`config.mk`:
```
export PLATFORM = sky130hd
export DESIGN_NAME = switch_allocator
export DESIGN_NICKNAME = d
export VERILOG_FILES = /design/src/rtl/params_noc.sv /design/src/rtl/rr_arbiter.sv /design/src/rtl/switch_allocator.sv
export SDC_FILE = /design/constraint.sdc
export NUM_CORES = 1
export LEC_CHECK = 0
export CAP_MARGIN = 20
export CORE_MARGIN = 5
export CORE_UTILIZATION = 31
export CTS_CLUSTER_SIZE = 25
export DETAILED_ROUTE_END_ITERATION = 8
export GPL_ROUTABILITY_DRIVEN = 0
export PLACE_DENSITY = 0.48
export SYNTH_ARGS = -nofsm -noshare
export SYNTH_HDL_FRONTEND = slang
export SYNTH_SLANG_ARGS = --single-unit
export TNS_END_PERCENT = 20
```
`constraint.sdc`:
```
create_clock -name clk -period 6.25 [get_ports clk]
set_clock_uncertainty 0.15 [all_clocks]
set_input_delay 1.25 -clock clk [delete_from_list [all_inputs] [get_ports clk]]
set_output_delay 1.25 -clock clk [all_outputs]
set_load 0.05 [all_outputs]
```
`src/rtl/params_noc.sv`:
```
// Shared NoC parameters: port numbering, flit labels and switch-allocator state types.
package params_noc;

    localparam int in_Port_Cnt     = 5;  // LOCAL, NORTH, EAST, SOUTH, WEST
    localparam int in_port_Size    = 3;  // bits to index an input port
    localparam int inout_Port      = 3;  // bits of a requested output port
    localparam int flit_Data_Label = 2;  // bits of a flit label

    typedef enum logic [inout_Port-1:0] {
        LOCAL = 3'd0,
        NORTH = 3'd1,
        EAST  = 3'd2,
        SOUTH = 3'd3,
        WEST  = 3'd4
    } port_e;

    typedef enum logic [flit_Data_Label-1:0] {
        HEAD     = 2'd0,
        BODY     = 2'd1,
        TAIL     = 2'd2,
        HEADTAIL = 2'd3
    } flit_label_e;

    typedef enum logic {
        ALLOC_IDLE   = 1'b0,
        ALLOC_LOCKED = 1'b1
    } alloc_state_e;

    typedef struct packed {
        alloc_state_e            state;
        logic [in_port_Size-1:0] owner;
        logic [in_port_Size-1:0] ptr;
    } out_ctx_t;

    // Labels that may open a packet (and therefore win an idle output).
    function automatic logic is_head(input logic [flit_Data_Label-1:0] lbl);
        return (lbl == HEAD) || (lbl == HEADTAIL);
    endfunction

    function automatic logic [in_port_Size-1:0] rr_next(input logic [in_port_Size-1:0] idx);
        return (idx == 3'd4) ? '0 : idx + 3'd1;
    endfunction

endpackage

```
`src/rtl/rr_arbiter.sv`:
```
// Combinational 5-way round-robin pick: first request at ptr, ptr+1, ... wrapping 4 -> 0.
module rr_arbiter
    import params_noc::*;
(
    input  logic [in_Port_Cnt-1:0]  req,
    input  logic [in_port_Size-1:0] ptr,
    output logic [in_Port_Cnt-1:0]  gnt,
    output logic [in_port_Size-1:0] idx,
    output logic                    any
);

    logic [in_port_Size-1:0] cand;

    always_comb begin
        gnt  = '0;
        idx  = '0;
        any  = 1'b0;
        cand = ptr;
        for (int k = 0; k < in_Port_Cnt; k++) begin
            if (!any && req[cand]) begin
                any       = 1'b1;
                idx       = cand;
                gnt[cand] = 1'b1;
            end
            cand = rr_next(cand);
        end
    end

endmodule

```
`src/rtl/switch_allocator.sv`:
```
// Wormhole switch allocator: one round-robin arbiter and lock per output port.
// Optional SWITCH_ALLOC_ERR_CNT_EN adds a saturating protocol-error cycle counter (err_cnt_o).
module switch_allocator
    import params_noc::*;
#(
    parameter int ERR_CNT_W = 8
) (
    input  logic                                     clk,
    input  logic                                     rst,
    input  logic [in_Port_Cnt-1:0]                   req_valid_i,
    input  logic [in_Port_Cnt-1:0][inout_Port-1:0]   req_port_i,
    input  logic [in_Port_Cnt-1:0][flit_Data_Label-1:0] req_label_i,
    input  logic [in_Port_Cnt-1:0]                   out_ready_i,
    output logic [in_Port_Cnt-1:0]                   grant_o,
    output logic [in_Port_Cnt-1:0][in_port_Size-1:0] xbar_sel_o,
    output logic [in_Port_Cnt-1:0]                   xbar_valid_o
`ifdef SWITCH_ALLOC_ERR_CNT_EN
    ,
    output logic [ERR_CNT_W-1:0]                     err_cnt_o
`endif
);

    logic [in_Port_Cnt-1:0][in_Port_Cnt-1:0] gnt_vec;  // [output][input]
`ifdef SWITCH_ALLOC_ERR_CNT_EN
    logic [in_Port_Cnt-1:0] viol_vec;
`endif

    for (genvar o = 0; o < in_Port_Cnt; o++) begin : g_out
        out_ctx_t                ctx_q, ctx_d;
        logic [in_Port_Cnt-1:0]  hit, elig, arb_gnt, gv;
        logic [in_port_Size-1:0] arb_idx, sel;
        logic                    arb_any, vld;

        always_comb begin
            for (int i = 0; i < in_Port_Cnt; i++) begin
                hit[i]  = req_valid_i[i] && (req_port_i[i] == inout_Port'(o));
                elig[i] = hit[i] && is_head(req_label_i[i]);
            end
        end

        rr_arbiter u_arb (
            .req (elig),
            .ptr (ctx_q.ptr),
            .gnt (arb_gnt),
            .idx (arb_idx),
            .any (arb_any)
        );

        // Grants are gated by rst so nothing leaves while the lock state is being cleared.
        always_comb begin
            ctx_d = ctx_q;
            vld   = 1'b0;
            sel   = '0;
            gv    = '0;
            if (!rst && out_ready_i[o]) begin
                if (ctx_q.state == ALLOC_IDLE) begin
                    if (arb_any) begin
                        vld       = 1'b1;
                        sel       = arb_idx;
                        gv        = arb_gnt;
                        ctx_d.ptr = rr_next(arb_idx);
                        if (req_label_i[arb_idx] == HEAD) begin
                            ctx_d.state = ALLOC_LOCKED;
                            ctx_d.owner = arb_idx;
                        end
                    end
                end else if (hit[ctx_q.owner] && !is_head(req_label_i[ctx_q.owner])) begin
                    vld              = 1'b1;
                    sel              = ctx_q.owner;
                    gv[ctx_q.owner]  = 1'b1;
                    if (req_label_i[ctx_q.owner] == TAIL)
                        ctx_d.state = ALLOC_IDLE;
                end
            end
        end

        always_ff @(posedge clk) begin
            if (rst) ctx_q <= '{state: ALLOC_IDLE, owner: '0, ptr: '0};
            else     ctx_q <= ctx_d;
        end

        assign xbar_valid_o[o] = vld;
        assign xbar_sel_o[o]   = sel;
        assign gnt_vec[o]      = gv;

`ifdef SWITCH_ALLOC_ERR_CNT_EN
        logic viol;
        always_comb begin
            viol = 1'b0;
            for (int i = 0; i < in_Port_Cnt; i++) begin
                if (hit[i] && !is_head(req_label_i[i]) &&
                    !(ctx_q.state == ALLOC_LOCKED && ctx_q.owner == in_port_Size'(i)))
                    viol = 1'b1;
            end
            if (ctx_q.state == ALLOC_LOCKED && hit[ctx_q.owner] && is_head(req_label_i[ctx_q.owner]))
                viol = 1'b1;
        end
        assign viol_vec[o] = viol;
`endif
    end

    // Each input names a single output, so at most one column bit is set per input.
    always_comb begin
        grant_o = '0;
        for (int o = 0; o < in_Port_Cnt; o++)
            grant_o = grant_o | gnt_vec[o];
    end

`ifdef SWITCH_ALLOC_ERR_CNT_EN
    always_ff @(posedge clk) begin
        if (rst)                                err_cnt_o <= '0;
        else if (|viol_vec && err_cnt_o != '1) err_cnt_o <= err_cnt_o + 1'b1;
    end
`else
    // Keeps ERR_CNT_W referenced in builds without the counter.
    logic [ERR_CNT_W-1:0] unused_err_w;
    assign unused_err_w = '0;
`endif

endmodule

```
==> results of run 1 <==
how the worst max path moves through the flow:
stage | from | end | slack [ps]
after CTS | g_out[4].ctx_q[0]$_SDFFE_PP0P_ | grant_o[2] | -10
final | req_label_i[1] | grant_o[2] | 70
after detailed placement | req_label_i[0] | grant_o[2] | -360
after global placement | req_label_i[0] | grant_o[2] | -310
after floorplan | g_out[3].ctx_q[1]$_SDFFE_PP0P_ | grant_o[4] | -20
after global routing | req_label_i[1] | grant_o[2] | -50
worst max-delay path, stage by stage:
cell and delay, ps:
dlygate4sd2_1 320, xnor2_2 260, buf_4 230, a41oi_2 210, o311ai_2 160, a22oi_2 240
or4b_4 480, buf_4 170, nand2b_1 180, o21ai_2 170, a21oi_1 50, or4b_4 570
a221o_1 310, buf_6 160
through the flow:
step	hold WS, ps	total power, mW	TNS, ps
6_report	352	4.06	0
2_1_floorplan	295	2.19	-42.6
3_5_place_dp	338	3.50	-1580
4_1_cts	349	3.87	-16.6
3_3_place_gp	329	3.52	-1350
5_1_grt	364	4.36	-112
layout make-up:
type / count / area, um^2
fillers: 2916 / 15700
multi-input cells: 1140 / 8300
repair buffers: 367 / 3130
flip-flops and latches: 35 / 703
well taps: 384 / 480
inverters: 69 / 259
clock buffers: 6 / 129
clock inverters: 2 / 12.5
cell families (layout without fill, tap and decap cells):
group,count (synthesis),count (layout)
AND/OR/NAND/NOR,585,585
multiplexers,61,61
buffers and inverters,143,444
XOR/XNOR,13,13
flip-flops,35,35
AO/OA/AOI/OAI,433,433
adder cells (fa/ha/maj),48,48
routing by layer:
metal	up-vias	part of all wire, %	GRT usage (%)
met3	89	6.5	3.15
li1	5710	-	-
met2	506	44	36.8
met1	5612	45	31.4
met4	0	4.2	8.62
met5	-	0	0
synthesized netlist by cell type (9+ instances only):
library cell	count
mux2i_1	36
nor4bb_1	14
a22oi_1	11
a21oi_1	70
a211oi_1	17
buf_2	17
a2111oi_0	9
o31ai_1	16
or3_1	11
mux2_2	15
a211o_1	9
nor3_1	52
a22o_1	11
o211ai_1	23
nand2b_1	26
a32oi_1	9
nand4b_1	10
inv_1	61
clkbuf_1	43
a31oi_1	30
nor2b_1	16
and2_1	19
dfxtp_1	35
nand4_1	13
nand3_1	66
a21o_1	15
o21ai_0	73
nor4_1	21
or4_1	11
a31o_2	12
ha_1	48
nand2_1	131
or2_2	14
and3_1	16
nor2_1	113
timing repair:
action,4_1_cts,5_1_grt
setup endpoints to repair,9,10
hold buffers,0,0
setup buffers,2,15
pin swaps,7,23
resized for setup,60,79
hold endpoints to repair,0,0
power by group:
group / leakage [nW] / internal (mW) / switching, mW
registers: 0.284 / 0.252 / 0.0352
clock network: 0.0669 / 0.148 / 0.110
logic: 4.93 / 1.56 / 1.96
==> flow_summary.ini, run 1 <==
[synthesis]
syn-num-nets = 1403
syn_inst = 1318
synth_cell_types = 105
synth-seq-cells = 35
ys_top_cells_by_area = dfxtp_1 (7.8%), ha_1 (6.7%), nand2_1 (5.5%), nor2_1 (4.7%), o21ai_0 (4.1%)
synthFlopType = dfxtp_1
synthAdderAreaFrac_pct = 6.68
yosys.area_share.simple_pct = 34.8
syn_avg_cell_area_um2 = 6.82
netlist.area_leader.share_pct = 7.79
synth-edff-count = 0
ys_seq_area_share_pct = 7.79
synth_top_area_cell = dfxtp_1
synthMuxAreaShare_pct = 8.05
synth_top_family_by_area = simple AND/OR/NAND/NOR gates
netlist_area_um2 = 8990
synth_compound_area_share_pct = 34.7
yosys_warnings = 0
synthXorXnorAreaFrac_pct = 1.35
async_flop_share_pct = 0

[global_routing]
overflow = 0
grt_pass1_vias = 11300
grt_max_degree = 27
antenna_found_initial = 0
grt_pass1_wl_um = 61800
grt_util_all_layers_pct = 23.0

[hold_path]
hold_path_class = flip-flop to flip-flop
min_path_cells = 2
min_from = g_out[2].ctx_q[6]$_SDFFE_PP0P_
worstHoldEndpoint = g_out[2].ctx_q[6]$_SDFFE_PP0P_

[timing]
finalMaxSlewViolations = 0
tightest_slew_ps = 638
fmaxAchievable_mhz = 162
hold_viol = 0
finalCritPeriodShare_pct = 98.9
rsz0062_at_grt = yes
setup_viol = 0
period_minus_slack_ps = 6180
worst_slack_ps = 67.2
relSlewSlack_pct = 56.2

[clock_network]
htreeDepth = 2
clock-sinks = 35
clkSlewWorstSetupHoldPaths_ps = 60
cts_tree = built
clk_latency_ps = 300
clockBufferDepth = 2
cts_inserted_buffers = 5
cts-root-buf = clkbuf_16

[cells_and_area]
top_regs = g_out.ctx_q: 35 flops
regMostFlops = g_out.ctx_q
layout_commonest_cell = buf_4
diodes = 0
drive_above_1_share_pct = 31.4
nets = 1703
fin_area_um2 = 13000
largest_reg_flops = 35
area_growth_pct = 44.7
mostFrequentLayoutCells = buf_4 (305), nand2_1 (129), nor2_1 (112)
final_cells = 2003
final_core_util_pct = 45.3

[floorplan]
die_area_um2 = 32500
rows = 62
fp.dieH_um = 180
core_area_um2 = 28700
start_util_pct = 31.3
fp.dieW_um = 180
design.portCount = 62

[route]
wl_um = 40000
ant_nets = 0
wl_per_cell_um = 19.9
drc_errors = 0
num_vias = 11900
dr.pass1.iters = 6
viasPerCell = 5.95
drtIter0Drc = 1575

[outcome]
status = finished, final reports clean

[worst_setup_path]
rr_startpoint = g_out[3].ctx_q[1]$_SDFFE_PP0P_
endpoint_kind = output port
cp-start-kind = input port
regToRegSetupSlack_ps = 1250
critPathArrivalTime_ps = 4780
crit_type = input port to output port
cp_max_fo = 6
reg2reg_depth = 16
worstPathRequired_ps = 4850
regToRegEndpoint = g_out[3].ctx_q[4]$_SDFFE_PP0P_

[placed_design]
io_buffers = 61
dpl_cell_area_um2 = 12200
dp.cells = 1978
hpwl_um = 32300
pre_cts_ws_ps = -364

[power_and_ir_drop]
worst_ir_drop_vdd_uv = 220
p_leak_nw = 5.28
pwr_density_cell_nw_per_um2 = 312

[run]
maxCapViolCount = 0
No activity file was read; power rests on OpenSTA's default activity.
==> run 2: changes to the inputs <==
--- a/config.mk
+++ b/config.mk
@@ -6,7 +6,6 @@
 export NUM_CORES = 1
 export LEC_CHECK = 0
 export CAP_MARGIN = 20
-export CORE_MARGIN = 5
 export CORE_UTILIZATION = 31
 export CTS_CLUSTER_SIZE = 25
 export DETAILED_ROUTE_END_ITERATION = 8
==> flow_summary.ini, run 2 (synthesis results as in run 1) <==
[worst_setup_path]
crit_type = input port to output port
slowest_stage = clkdlybuf4s50_1
cpLargestDelayFamily = buffers and inverters
worst_path_most_repeated_cell = buf_4
max_stage_delay_ps = 440
cp-start-kind = input port
critPathArrivalTime_ps = 4770
rr_startpoint = g_out[3].ctx_q[0]$_SDFFE_PP0P_
regToRegSetupSlack_ps = 1200
critPathBufInv = 7
reg2reg_depth = 17
cp_max_fo = 4
crit_chain = clkdlybuf4s50_1, buf_4, nor4b_4, buf_4, and2_4, mux2i_2, o211ai_1, nand2b_4, buf_4, nor2_1, buf_4, a311oi_4, o41ai_2, buf_4, o2111ai_1, nand3b_1, buf_12
worstPathRequired_ps = 4850
endpoint_kind = output port
regToRegEndpoint = g_out[3].ctx_q[4]$_SDFFE_PP0P_

[clock_network]
cts_hold_buf = 0
cts_tree = built
clock-sinks = 35
htreeDepth = 2
clkSlewWorstSetupHoldPaths_ps = 70
cts-root-buf = clkbuf_16
clockBufferDepth = 2
cts_inserted_buffers = 5
clk_latency_ps = 300

[cells_and_area]
final_core_util_pct = 46.7
fin_area_um2 = 13100
regMostFlops = g_out.ctx_q
mostFrequentLayoutCells = buf_4 (319), nand2_1 (129), nor2_1 (109)
final_cells = 2008
multi_input_area_um2 = 8370
fillCellCount = 2804
nets = 1714
top_regs = g_out.ctx_q: 35 flops
largest_reg_flops = 35
layout_commonest_cell = buf_4
area_growth_pct = 46.1
seq_area_um2 = 701
diodes = 0
drive_above_1_share_pct = 32.8

[placed_design]
hpwl_um = 33300
dp.cells = 1986
io_buffers = 61
pre_cts_ws_ps = -401
dpl_cell_area_um2 = 12200

[power_and_ir_drop]
p_total_mw = 4.07
worst_ir_drop_vdd_uv = 281
p_leak_nw = 5.38
pwr_density_cell_nw_per_um2 = 309

[route]
viasPerCell = 6.06
ant_nets = 0
drc_errors = 0
wl_per_cell_um = 20.6
wl_um = 41400
dr.pass1.iters = 5
drtIter0Drc = 1042
num_vias = 12200

[timing]
fin_hold_ws_ps = 351
tightest_slew_ps = 804
worst_slack_ps = 75.6
setup_viol = 0
finalCritPeriodShare_pct = 98.8
period_minus_slack_ps = 6170
rsz0062_at_grt = yes
relSlewSlack_pct = 46.2
finalMaxSlewViolations = 0
setup_tns_ps = 0
hold_viol = 0
fmaxAchievable_mhz = 162

[global_routing]
grt_util_all_layers_pct = 27.6
grt_pass1_wl_um = 63600
grt_max_degree = 27
antenna_found_initial = 0
grt_pass1_vias = 11500
overflow = 0

[floorplan]
core_area_um2 = 28200
start_util_pct = 31.9
die_area_um2 = 29700
rows = 61
fp.dieH_um = 172
fp.dieW_um = 172
design.portCount = 62

[outcome]
status = finished, final reports clean

[hold_path]
min_path_cells = 2
hold_path_class = flip-flop to flip-flop
worstHoldEndpoint = g_out[2].ctx_q[6]$_SDFFE_PP0P_
min_from = g_out[2].ctx_q[6]$_SDFFE_PP0P_

[run]
maxCapViolCount = 0
-- run 2: worst register-to-register path: cells and delay by family, from the launching register on --
| kind | cells | cell delay (ps) |
|---|---|---|
| simple gates | 6 | 2120 |
| compound gates | 4 | 990 |
| fa+ha+maj | 2 | 560 |
| buf+inv | 4 | 460 |
| mux | 1 | 340 |
| flops | 1 | 330 |
-- run 2: final cells by class --
| cell class | instances | share of cell area (%) |
|---|---|---|
| Inverter | 69 | 1.97 |
| Sequential cell | 35 | 5.33 |
| Tap cell | 378 | 3.60 |
| Multi-Input combinational cell | 1140 | 63.7 |
| Timing Repair Buffer | 378 | 24.3 |
| Clock inverter | 3 | 0.190 |
| Clock buffer | 5 | 0.952 |
-- run 2: worst max path at each step --
| stage | cells past startpoint | slack [ps] | end | from |
|---|---|---|---|---|
| finish | 17 | 80 | grant_o[0] | req_port_i[3] |
| global route | 17 | -20 | grant_o[0] | g_out[1].ctx_q[0]$_SDFFE_PP0P_ |
| CTS | 17 | -3 | grant_o[1] | req_port_i[11] |
| detailed placement | 13 | -400 | grant_o[2] | req_label_i[8] |
| global placement | 17 | -430 | grant_o[1] | req_label_i[4] |
| floorplan | 18 | -20 | grant_o[4] | g_out[3].ctx_q[1]$_SDFFE_PP0P_ |
-- run 2: per-layer routing --
metal / vias up / part of all wire [%] / global-route usage, %
li1: 5724 / - / -
met1: 5803 / 44 / 37.0
met2: 535 / 45 / 44.8
met3: 101 / 7.0 / 3.14
met4: 0 / 4.1 / 11.2
met5: - / 0 / 0
-- run 2: what timing repair did --
action | 4_1_cts | 5_1_grt
gates resized for setup | 56 | 108
setup buffers | 4 | 10
pin swaps | 10 | 28
setup endpoints to repair | 6 | 12
-- run 2: power by group --
part	switching, mW	leakage [nW]	internal, mW
sequential	0.0356	0.283	0.251
combinational	1.98	5.03	1.53
clock	0.126	0.0700	0.150
==> run 3: changes to the inputs <==
--- a/config.mk
+++ b/config.mk
@@ -11,6 +11,7 @@
 export DETAILED_ROUTE_END_ITERATION = 8
 export GPL_ROUTABILITY_DRIVEN = 0
 export PLACE_DENSITY = 0.48
+export SKIP_LAST_GASP = 1
 export SYNTH_ARGS = -nofsm -noshare
 export SYNTH_HDL_FRONTEND = slang
 export SYNTH_SLANG_ARGS = --single-unit
==> flow_summary.ini, run 3 (synthesis results as in run 1) <==
[route]
viasPerCell = 6.07
dr.pass1.iters = 5
num_vias = 12200
wl_um = 41300
drtIter0Drc = 1053
ant_nets = 0
drc_errors = 0
wl_per_cell_um = 20.6

[floorplan]
die_area_um2 = 29700
fp.dieW_um = 172
design.portCount = 62
fp.dieH_um = 172
start_util_pct = 31.9
core_area_um2 = 28200
rows = 61

[cells_and_area]
regMostFlops = g_out.ctx_q
largest_reg_flops = 35
mostFrequentLayoutCells = buf_4 (321), nand2_1 (129), nor2_1 (110)
top_regs = g_out.ctx_q: 35 flops
diodes = 0
nets = 1715
area_growth_pct = 45.7
drive_above_1_share_pct = 32.4
layout_commonest_cell = buf_4
fillCellCount = 2802

[clock_network]
htreeDepth = 2
clk_latency_ps = 300
clock-sinks = 35
cts_tree = built
cts_hold_buf = 0
cts-root-buf = clkbuf_16
clkSlewWorstSetupHoldPaths_ps = 70
cts_inserted_buffers = 5
clockBufferDepth = 2

[worst_setup_path]
critPathArrivalTime_ps = 4810
endpoint_kind = output port
cp_max_fo = 4
cp-start-kind = input port
worstPathRequired_ps = 4850
crit_type = input port to output port

[global_routing]
grt_pass1_wl_um = 63500
overflow = 0
antenna_found_initial = 0
grt_max_degree = 27
grt_pass1_vias = 11500
grt_util_all_layers_pct = 27.6

[placed_design]
hpwl_um = 33300
io_buffers = 61
pre_cts_ws_ps = -401

[timing]
setup_viol = 0
hold_viol = 0
period_minus_slack_ps = 6210
tightest_slew_ps = 758
relSlewSlack_pct = 49.3
setup_tns_ps = 0
finalCritPeriodShare_pct = 99.3
worst_slack_ps = 43.7
rsz0062_at_grt = yes
fmaxAchievable_mhz = 161
finalMaxSlewViolations = 0

[power_and_ir_drop]
switchingPower_mw = 2.14
pwr_density_cell_nw_per_um2 = 311
intPower_mw = 1.94
p_seq_share_pct = 7.0
p_comb_share_pct = 86.2
p_clk_share_pct = 6.7
power.share.switching_pct = 52.5
worst_ir_drop_vdd_uv = 237
p_leak_nw = 5.36

[outcome]
status = finished, final reports clean

[hold_path]
hold_path_class = flip-flop to flip-flop

[run]
maxCapViolCount = 0
[run 3: area by class of cell]
class	instances	area [um^2]	area share [%]
timing repair buffer	379	3190	24.3
inverter	69	259	1.98
multi-input combinational	1140	8340	63.6
clock inverter	3	25.0	0.191
clock buffer	5	125	0.955
sequential	35	701	5.35
tap	378	473	3.61
[run 3: final timing paths]
path,from,endpoint,slack [ps],depth (start not counted)
worst min register to register,g_out[2].ctx_q[6]$_SDFFE_PP0P_,g_out[2].ctx_q[6]$_SDFFE_PP0P_,350,2
worst min-delay path,g_out[2].ctx_q[6]$_SDFFE_PP0P_,g_out[2].ctx_q[6]$_SDFFE_PP0P_,350,2
worst max-delay path,req_port_i[4],grant_o[4],40,15
worst max register to register,g_out[3].ctx_q[0]$_SDFFE_PP0P_,g_out[3].ctx_q[4]$_SDFFE_PP0P_,1210,17
[run 3: per-stage QoR]
stage	hold slack (ps)	power, mW	utilization [%]	instances	cell area [um^2]
floorplan	295	2.19	-	1318	9060
global route	381	4.35	46.5	2009	13100
global placement	325	3.39	43.5	1986	12200
finish	351	4.07	46.5	2009	13100
CTS	332	3.77	44.7	1998	12600
detailed placement	320	3.39	43.5	1986	12200
[run 3: metal layers]
layer  part of all wire [%]  up-vias  GRT usage [%]  routed length, um
li1                       -     5732              -                  -
met1                     43     5797           37.0              17900
met2                     45      573           44.8              18600
met3                    7.6      101           3.14               3150
met4                    4.1        0           11.2               1710
met5                      0        -              0                  0
[run 3: timing repair]
action	in CTS	in global routing
pin swaps	9	29
setup buffers	4	11
endpoints found under the setup margin	6	12
gates resized for setup	52	100
gates cloned	0	0
[run 3: power by group through the flow]
stage	registers, mW	logic, mW	clock network (mW)
6_report	0.287	3.51	0.274
5_1_grt	0.291	3.78	0.287
3_3_place_gp	0.290	3.10	0
2_1_floorplan	0.278	1.91	0
4_1_cts	0.285	3.20	0.281
3_5_place_dp	0.290	3.10	0
[run 3: worst max-delay path, stage by stage]
cell and delay (ps):
clkdlybuf4s50_1 520, buf_4 150, nand4bb_1 200, nand2b_4 200
buf_4 140, a2111oi_1 50, a211o_1 290, buf_4 150
nor4_4 180, buf_4 170, a311o_1 270, nand2b_1 260
o211ai_1 170, or4_4 580, buf_4 210
